$ cat config.mk
export PLATFORM = sky130hd
export DESIGN_NAME = rst_seq_xil7series_flat
export DESIGN_NICKNAME = d
export VERILOG_FILES = /design/src/rtl/rst_seq_xil7series_if.sv /design/src/rtl/rst_seq_xil7series.sv /design/src/flat_wrapper.sv
export SDC_FILE = /design/constraint.sdc
export NUM_CORES = 1
export LEC_CHECK = 0
export BUFFER_PORTS_ARGS = -buffer_cell sky130_fd_sc_hd__buf_4
export CORE_MARGIN = 2
export CORE_UTILIZATION = 45
export DETAILED_ROUTE_END_ITERATION = 10
export GPL_TIMING_DRIVEN = 0
export PLACE_DENSITY_LB_ADDON = 0.2
export SYNTH_ARGS = -nofsm -noshare
export SYNTH_HDL_FRONTEND = slang
export SYNTH_SLANG_ARGS = --single-unit
$ cat constraint.sdc
create_clock -name clk_sys -period 5.3 [get_ports clk_sys]
set_clock_uncertainty 0.05 [all_clocks]
set_input_delay 1.59 -clock clk_sys [delete_from_list [all_inputs] [get_ports clk_sys]]
set_output_delay 1.59 -clock clk_sys [all_outputs]
set_load 0.005 [all_outputs]
$ cat src/rtl/rst_seq_xil7series_if.sv
// rst_seq_xil7series_if: PLL-lock/button inputs and sequenced reset outputs of the reset sequencer.
interface rst_seq_xil7series_if;
    logic       pll_locked;
    logic       btn_rst;
    logic       rst_periph_n;
    logic       rst_core_n;
    logic       seq_done;
    logic [1:0] rst_cause;
    modport master (output pll_locked, btn_rst, input rst_periph_n, rst_core_n, seq_done, rst_cause);
    modport slave  (input pll_locked, btn_rst, output rst_periph_n, rst_core_n, seq_done, rst_cause);
endinterface

$ cat src/rtl/rst_seq_xil7series.sv
// rst_seq_xil7series: PLL-lock driven peripheral/core reset sequencer with cause tracking.
// Optional button debounce enabled by defining RST_SEQ_DEBOUNCE_EN.
module rst_seq_xil7series #(
    parameter int STRETCH_CYCLES  = 1024,
    parameter int CORE_DELAY      = 16,
    parameter int DEBOUNCE_CYCLES = 65536
) (
    input  logic                  clk_sys,
    input  logic                  rst_sys,
    rst_seq_xil7series_if.slave   bus
);
    localparam logic [2:0] RESET     = 3'd0;
    localparam logic [2:0] WAIT_LOCK = 3'd1;
    localparam logic [2:0] STRETCH   = 3'd2;
    localparam logic [2:0] PERIPH_UP = 3'd3;
    localparam logic [2:0] RUN       = 3'd4;
    localparam int MAXC = (STRETCH_CYCLES > CORE_DELAY) ? STRETCH_CYCLES : CORE_DELAY;
    localparam int CW = $clog2(MAXC + 1);
    localparam logic [CW-1:0] S_LAST = CW'(STRETCH_CYCLES - 1);
    localparam logic [CW-1:0] C_LAST = CW'(CORE_DELAY - 1);

    if (STRETCH_CYCLES < 1 || CORE_DELAY < 1 || DEBOUNCE_CYCLES < 1) begin : g_bad_param
        $error("rst_seq_xil7series: all cycle parameters must be >= 1");
    end

    logic       lock_m_q, lock_s_q, btn_m_q, btn_s_q, btn_d;
    logic [2:0] state_q, state_d;
    logic [CW-1:0] cnt_q, cnt_d;
    logic [1:0] cause_q, cause_d;
    logic       periph_q, core_q, fault;

    always_ff @(posedge clk_sys or posedge rst_sys) begin
        if (rst_sys) begin
            lock_m_q <= 1'b0;
            lock_s_q <= 1'b0;
            btn_m_q  <= 1'b0;
            btn_s_q  <= 1'b0;
        end else begin
            lock_m_q <= bus.pll_locked;
            lock_s_q <= lock_m_q;
            btn_m_q  <= bus.btn_rst;
            btn_s_q  <= btn_m_q;
        end
    end

`ifdef RST_SEQ_DEBOUNCE_EN
    localparam int DW = $clog2(DEBOUNCE_CYCLES + 1);
    logic [DW-1:0] dcnt_q;
    logic          btn_d_q;
    // btn_d follows btn_s only after a full run of disagreeing samples
    always_ff @(posedge clk_sys or posedge rst_sys) begin
        if (rst_sys) begin
            dcnt_q  <= '0;
            btn_d_q <= 1'b0;
        end else if (btn_s_q == btn_d_q) begin
            dcnt_q  <= '0;
        end else if (dcnt_q == DW'(DEBOUNCE_CYCLES - 1)) begin
            dcnt_q  <= '0;
            btn_d_q <= btn_s_q;
        end else begin
            dcnt_q  <= dcnt_q + 1'b1;
        end
    end
    assign btn_d = btn_d_q;
`else
    assign btn_d = btn_s_q;
`endif

    assign fault = ~lock_s_q | btn_d;

    always_comb begin
        state_d = state_q;
        cnt_d   = cnt_q;
        cause_d = cause_q;
        case (state_q)
            RESET:     state_d = WAIT_LOCK;
            WAIT_LOCK: begin
                state_d = fault ? WAIT_LOCK : STRETCH;
                cnt_d   = '0;
            end
            STRETCH:   begin
                state_d = (cnt_q == S_LAST) ? PERIPH_UP : STRETCH;
                cnt_d   = (cnt_q == S_LAST) ? '0 : cnt_q + 1'b1;
            end
            PERIPH_UP: begin
                state_d = (cnt_q == C_LAST) ? RUN : PERIPH_UP;
                cnt_d   = (cnt_q == C_LAST) ? '0 : cnt_q + 1'b1;
            end
            RUN:       state_d = RUN;
            default:   state_d = RESET;
        endcase
        // A fault anywhere past WAIT_LOCK aborts the sequence and records why
        if (fault && (state_q == STRETCH || state_q == PERIPH_UP || state_q == RUN)) begin
            state_d = WAIT_LOCK;
            cnt_d   = '0;
            cause_d = {btn_d, ~lock_s_q};
        end
    end

    always_ff @(posedge clk_sys or posedge rst_sys) begin
        if (rst_sys) begin
            state_q  <= RESET;
            cnt_q    <= '0;
            cause_q  <= 2'b00;
            periph_q <= 1'b0;
            core_q   <= 1'b0;
        end else begin
            state_q  <= state_d;
            cnt_q    <= cnt_d;
            cause_q  <= cause_d;
            periph_q <= (state_d == PERIPH_UP) || (state_d == RUN);
            core_q   <= state_d == RUN;
        end
    end

    assign bus.rst_periph_n = periph_q;
    assign bus.rst_core_n   = core_q;
    assign bus.seq_done     = periph_q & core_q;
    assign bus.rst_cause    = cause_q;
endmodule
$ cat src/flat_wrapper.sv
// flat-port wrapper written by rule: the top's interface ports become plain ports
module rst_seq_xil7series_flat 
#(
    parameter int STRETCH_CYCLES  = 1024,
    parameter int CORE_DELAY      = 16,
    parameter int DEBOUNCE_CYCLES = 65536
)
  (clk_sys, rst_sys, bus_pll_locked, bus_btn_rst, bus_rst_periph_n, bus_rst_core_n, bus_seq_done, bus_rst_cause);
  rst_seq_xil7series_if bus_i ();
  input  logic clk_sys;
  input  logic rst_sys;
  input wire logic [$bits(bus_i.pll_locked)-1:0] bus_pll_locked;
  input wire logic [$bits(bus_i.btn_rst)-1:0] bus_btn_rst;
  output wire logic [$bits(bus_i.rst_periph_n)-1:0] bus_rst_periph_n;
  output wire logic [$bits(bus_i.rst_core_n)-1:0] bus_rst_core_n;
  output wire logic [$bits(bus_i.seq_done)-1:0] bus_seq_done;
  output wire logic [$bits(bus_i.rst_cause)-1:0] bus_rst_cause;
  assign bus_i.pll_locked = bus_pll_locked;
  assign bus_i.btn_rst = bus_btn_rst;
  assign bus_rst_periph_n = bus_i.rst_periph_n;
  assign bus_rst_core_n = bus_i.rst_core_n;
  assign bus_seq_done = bus_i.seq_done;
  assign bus_rst_cause = bus_i.rst_cause;
  rst_seq_xil7series #(.STRETCH_CYCLES(STRETCH_CYCLES), .CORE_DELAY(CORE_DELAY), .DEBOUNCE_CYCLES(DEBOUNCE_CYCLES)) u_core (.clk_sys(clk_sys), .rst_sys(rst_sys), .bus(bus_i));
endmodule
==> summary.md <==
| Metric | Value |
|---|---|
| GRT Util Overall | 18.62% |
| Syn. warnings | 0 |
| WL per Instance | 13.71 um |
| Yosys top cell area share | 49.89% |
| Clock latency on the worst-skew pair | 0.32 ns |
| Synth Area in Adders | 1.134% |
| GP Congestion | 0.8309 |
| Largest family of logic cells by synthesized area | compound AO/OA/AOI/OAI gates |
| CTS max path bufs | 2 |
| Resized Gates After CTS | 0 |
| CP arrival | 0.97 ns |
| Max Slew Vio Count | 0 |
| Max-Cap Viols | 0 |
| CTS tree | yes |
| Via count | 874 |
| Seq/Total Area, Yosys | 49.89% |
| Measured slew at the worst slew-check pin | 0.8338 ns |
| DRC violations left | 0 |
| Mapped Avg Cell Area | 9.766 sq um |
| Final Hold Fails | 0 |
| Relative slew margins | 44.35% |
| H-tree depth | 1 |
| Hold Buf Count CTS | 0 |
| Max FO, Critical Path | 2 |
| Required time of the critical path | 3.66 ns |
| Storage cell area | 550.5 sq um |
| Core Region | 2276 sq um |
| Largest net degree at the start of global routing | 23 |
| GR met1 Demand/Resource | 24.33% |
| Mux contribution to synthesized area | 0.9070% |
| Xor and xnor area share after synthesis | 0.7937% |
| # rows | 17 |
| Gr busiest metal | met2 |
| CTS Buf Count | 3 |
| Clock slew at reported path FFs | 0.12 ns |
| GR Overflow Total | 0 |
| Vias in the first global route | 826 |
| Most instantiated cells after synthesis | 22 x dfrtp_1, 11 x a21oi_1, 9 x inv_1, 9 x nand3_1 |
| DRT Wirelength | 2.097 mm |
| Chip Height | 53.52 um |
| Top-count cell post-synth | dfrtp_1 |
| Setup-failing EPs final | 0 |
| Top post-synthesis cells by area | dfrtp_1 50%, a21oi_1 5.0%, nand3_1 4.1% |
| Die Width | 53.52 um |
| GR Util met2 | 29.01% |
| Static Leak | 0.0005259 uW |
| #FFs+latches synth | 22 |
| Die footprint | 2864 sq um |
| Prevailing post-synth register cell | dfrtp_1 |
| Complex-gate fraction of the synthesized area | 21.43% |
| Final min period | 2.615 ns |
| Setup Crit Path Kind | reg2out |
| Outcome | completed |
| Yosys cell types | 33 |
| Cell taking the most area after synthesis | dfrtp_1 |
| Drt initial violations | 28 |
| Worst IR Drop VDD | 215.9 uV |
| Area of the multi-input gates | 496.7 sq um |
| Initial Util | 48.49% |
| Total power | 310.8 uW |
| CP endpoint kind | primary output |
| Drt pass-1 iters | 4 |
| Simple-gate portion of the synthesized area | 20.75% |
| Post-route setup TNS | 0 ns |
| Post-DR vias/cell | 5.712 |
| Clock root cell | clkbuf_4 |
| Post-DP HPWL | 1.451 mm |
| # Post-CTS Setup Buffers | 0 |
| Top Ports | 9 |
| Input/output buffers | 8 |
| Fillers | 211 |
| Power Density | 251.7 nW/um^2 |
| Syn nets | 118 |
| Tcrit/Tclk final | 49.33% |
| Ys async rst share | 100.0% |
| Area delta synth->final | 11.90% |
| Setup crit start kind | flip-flop |
| Share of cells above drive strength 1 | 15.20% |
| Hold Path Class | reg2reg |
| First-pass GRT wire length | 3.760 mm |
| Routed Antenna Nets | 0 |
| CTS Sinks | 22 |
| RSZ-0062 raised after global routing | no |
| Cells after synthesis | 113 |
| Initial antenna violation count | 0 |
| Met3 Usage GRT | 3.390% |
| Ant diodes | 0 |
| Fmax | 382.5 MHz |
| Number of synthesized flops with an enable pin | 0 |
| Netlist Area Pre-Place | 1104 sq um |
| Layout net count | 131 |
[registers in the layout, indices dropped and copies added (netlist names)]
register                 count
u_core.btn_d                 1
u_core.state_q               3
u_core.btn_m_q               1
u_core.lock_s_q              1
u_core.lock_m_q              1
u_core.bus.rst_core_n        1
u_core.cnt_q                11
u_core.bus.rst_periph_n      1
u_core.bus.rst_cause         2
[area by class of cell]
cell class,instances,area share (%)
buffer,2,1.824
clock buffer,4,2.938
inverter,9,2.736
multi-input combinational,80,40.22
sequential,22,44.58
tap,28,2.837
timing repair buffer,8,4.863
[final timing paths]
kind | start | endpoint | slack, ns | cells after the start
setup / recovery | u_core.bus.rst_periph_n | bus_seq_done | 2.69 | 2
hold / removal | u_core.lock_m_q | u_core.lock_s_q | 0.32 | 0
setup reg to reg | u_core.cnt_q[0] | u_core.cnt_q[5] | 3.28 | 6
hold reg to reg | u_core.lock_m_q | u_core.lock_s_q | 0.32 | 0
max in group asynchronous | rst_sys | u_core.state_q[2] | 3.31 | 2
min in group asynchronous | rst_sys | u_core.cnt_q[3] | 1.37 | 2
[placed cells by master (no fill, tap or decap), types with 4 or more instances in the layout]
cell     count
nand2_1      8
nor2_1       7
a21oi_1     11
a31oi_1      4
nand3_1      9
buf_4        8
dfrtp_1     22
inv_1        9
o21ai_0      8
[critical path, cell delays in order, from the launching register on]
cell     delay (ns)
dfrtp_1        0.39
and2_1         0.15
buf_4          0.13
[stage by stage]
stage | worst slack, ns | area, sq um | std cells | hold slack, ns | utilization (%)
6_report | 2.685 | 1235 | 153 | 0.3183 | 54.26
5_1_grt | 2.632 | 1235 | 153 | 0.3387 | 54.26
4_1_cts | 2.672 | 1235 | 153 | 0.3246 | 54.26
3_5_place_dp | 2.854 | 1199 | 149 | 0.2958 | 52.67
3_3_place_gp | 2.896 | 1199 | 149 | 0.2820 | 52.67
2_1_floorplan | 3.137 | 1104 | 113 | 0.2812 | -
[cell families (layout without fill, tap and decap cells)]
family / count (synthesis) / after routing
xor gates and xnor gates: 1 / 1
DFF: 22 / 22
adders and majority gates: 1 / 1
AOI/OAI and AO/OA: 36 / 36
muxes: 1 / 1
buffers and inverters: 11 / 23
and+or+nand+nor: 41 / 41
[routing by layer]
layer / vias up / share of wire (%)
li1: 437 / -
met1: 424 / 48
met2: 9 / 47
met3: 4 / 2.7
met4: 0 / 2.3
met5: - / 0
[power breakdown]
part / switching, uW / internal, uW
clock network: 54.4 / 42.0
registers: 8.70 / 176
logic: 16.5 / 13.4
total: 79.6 / 231
(Power assumes the default switching activity.)
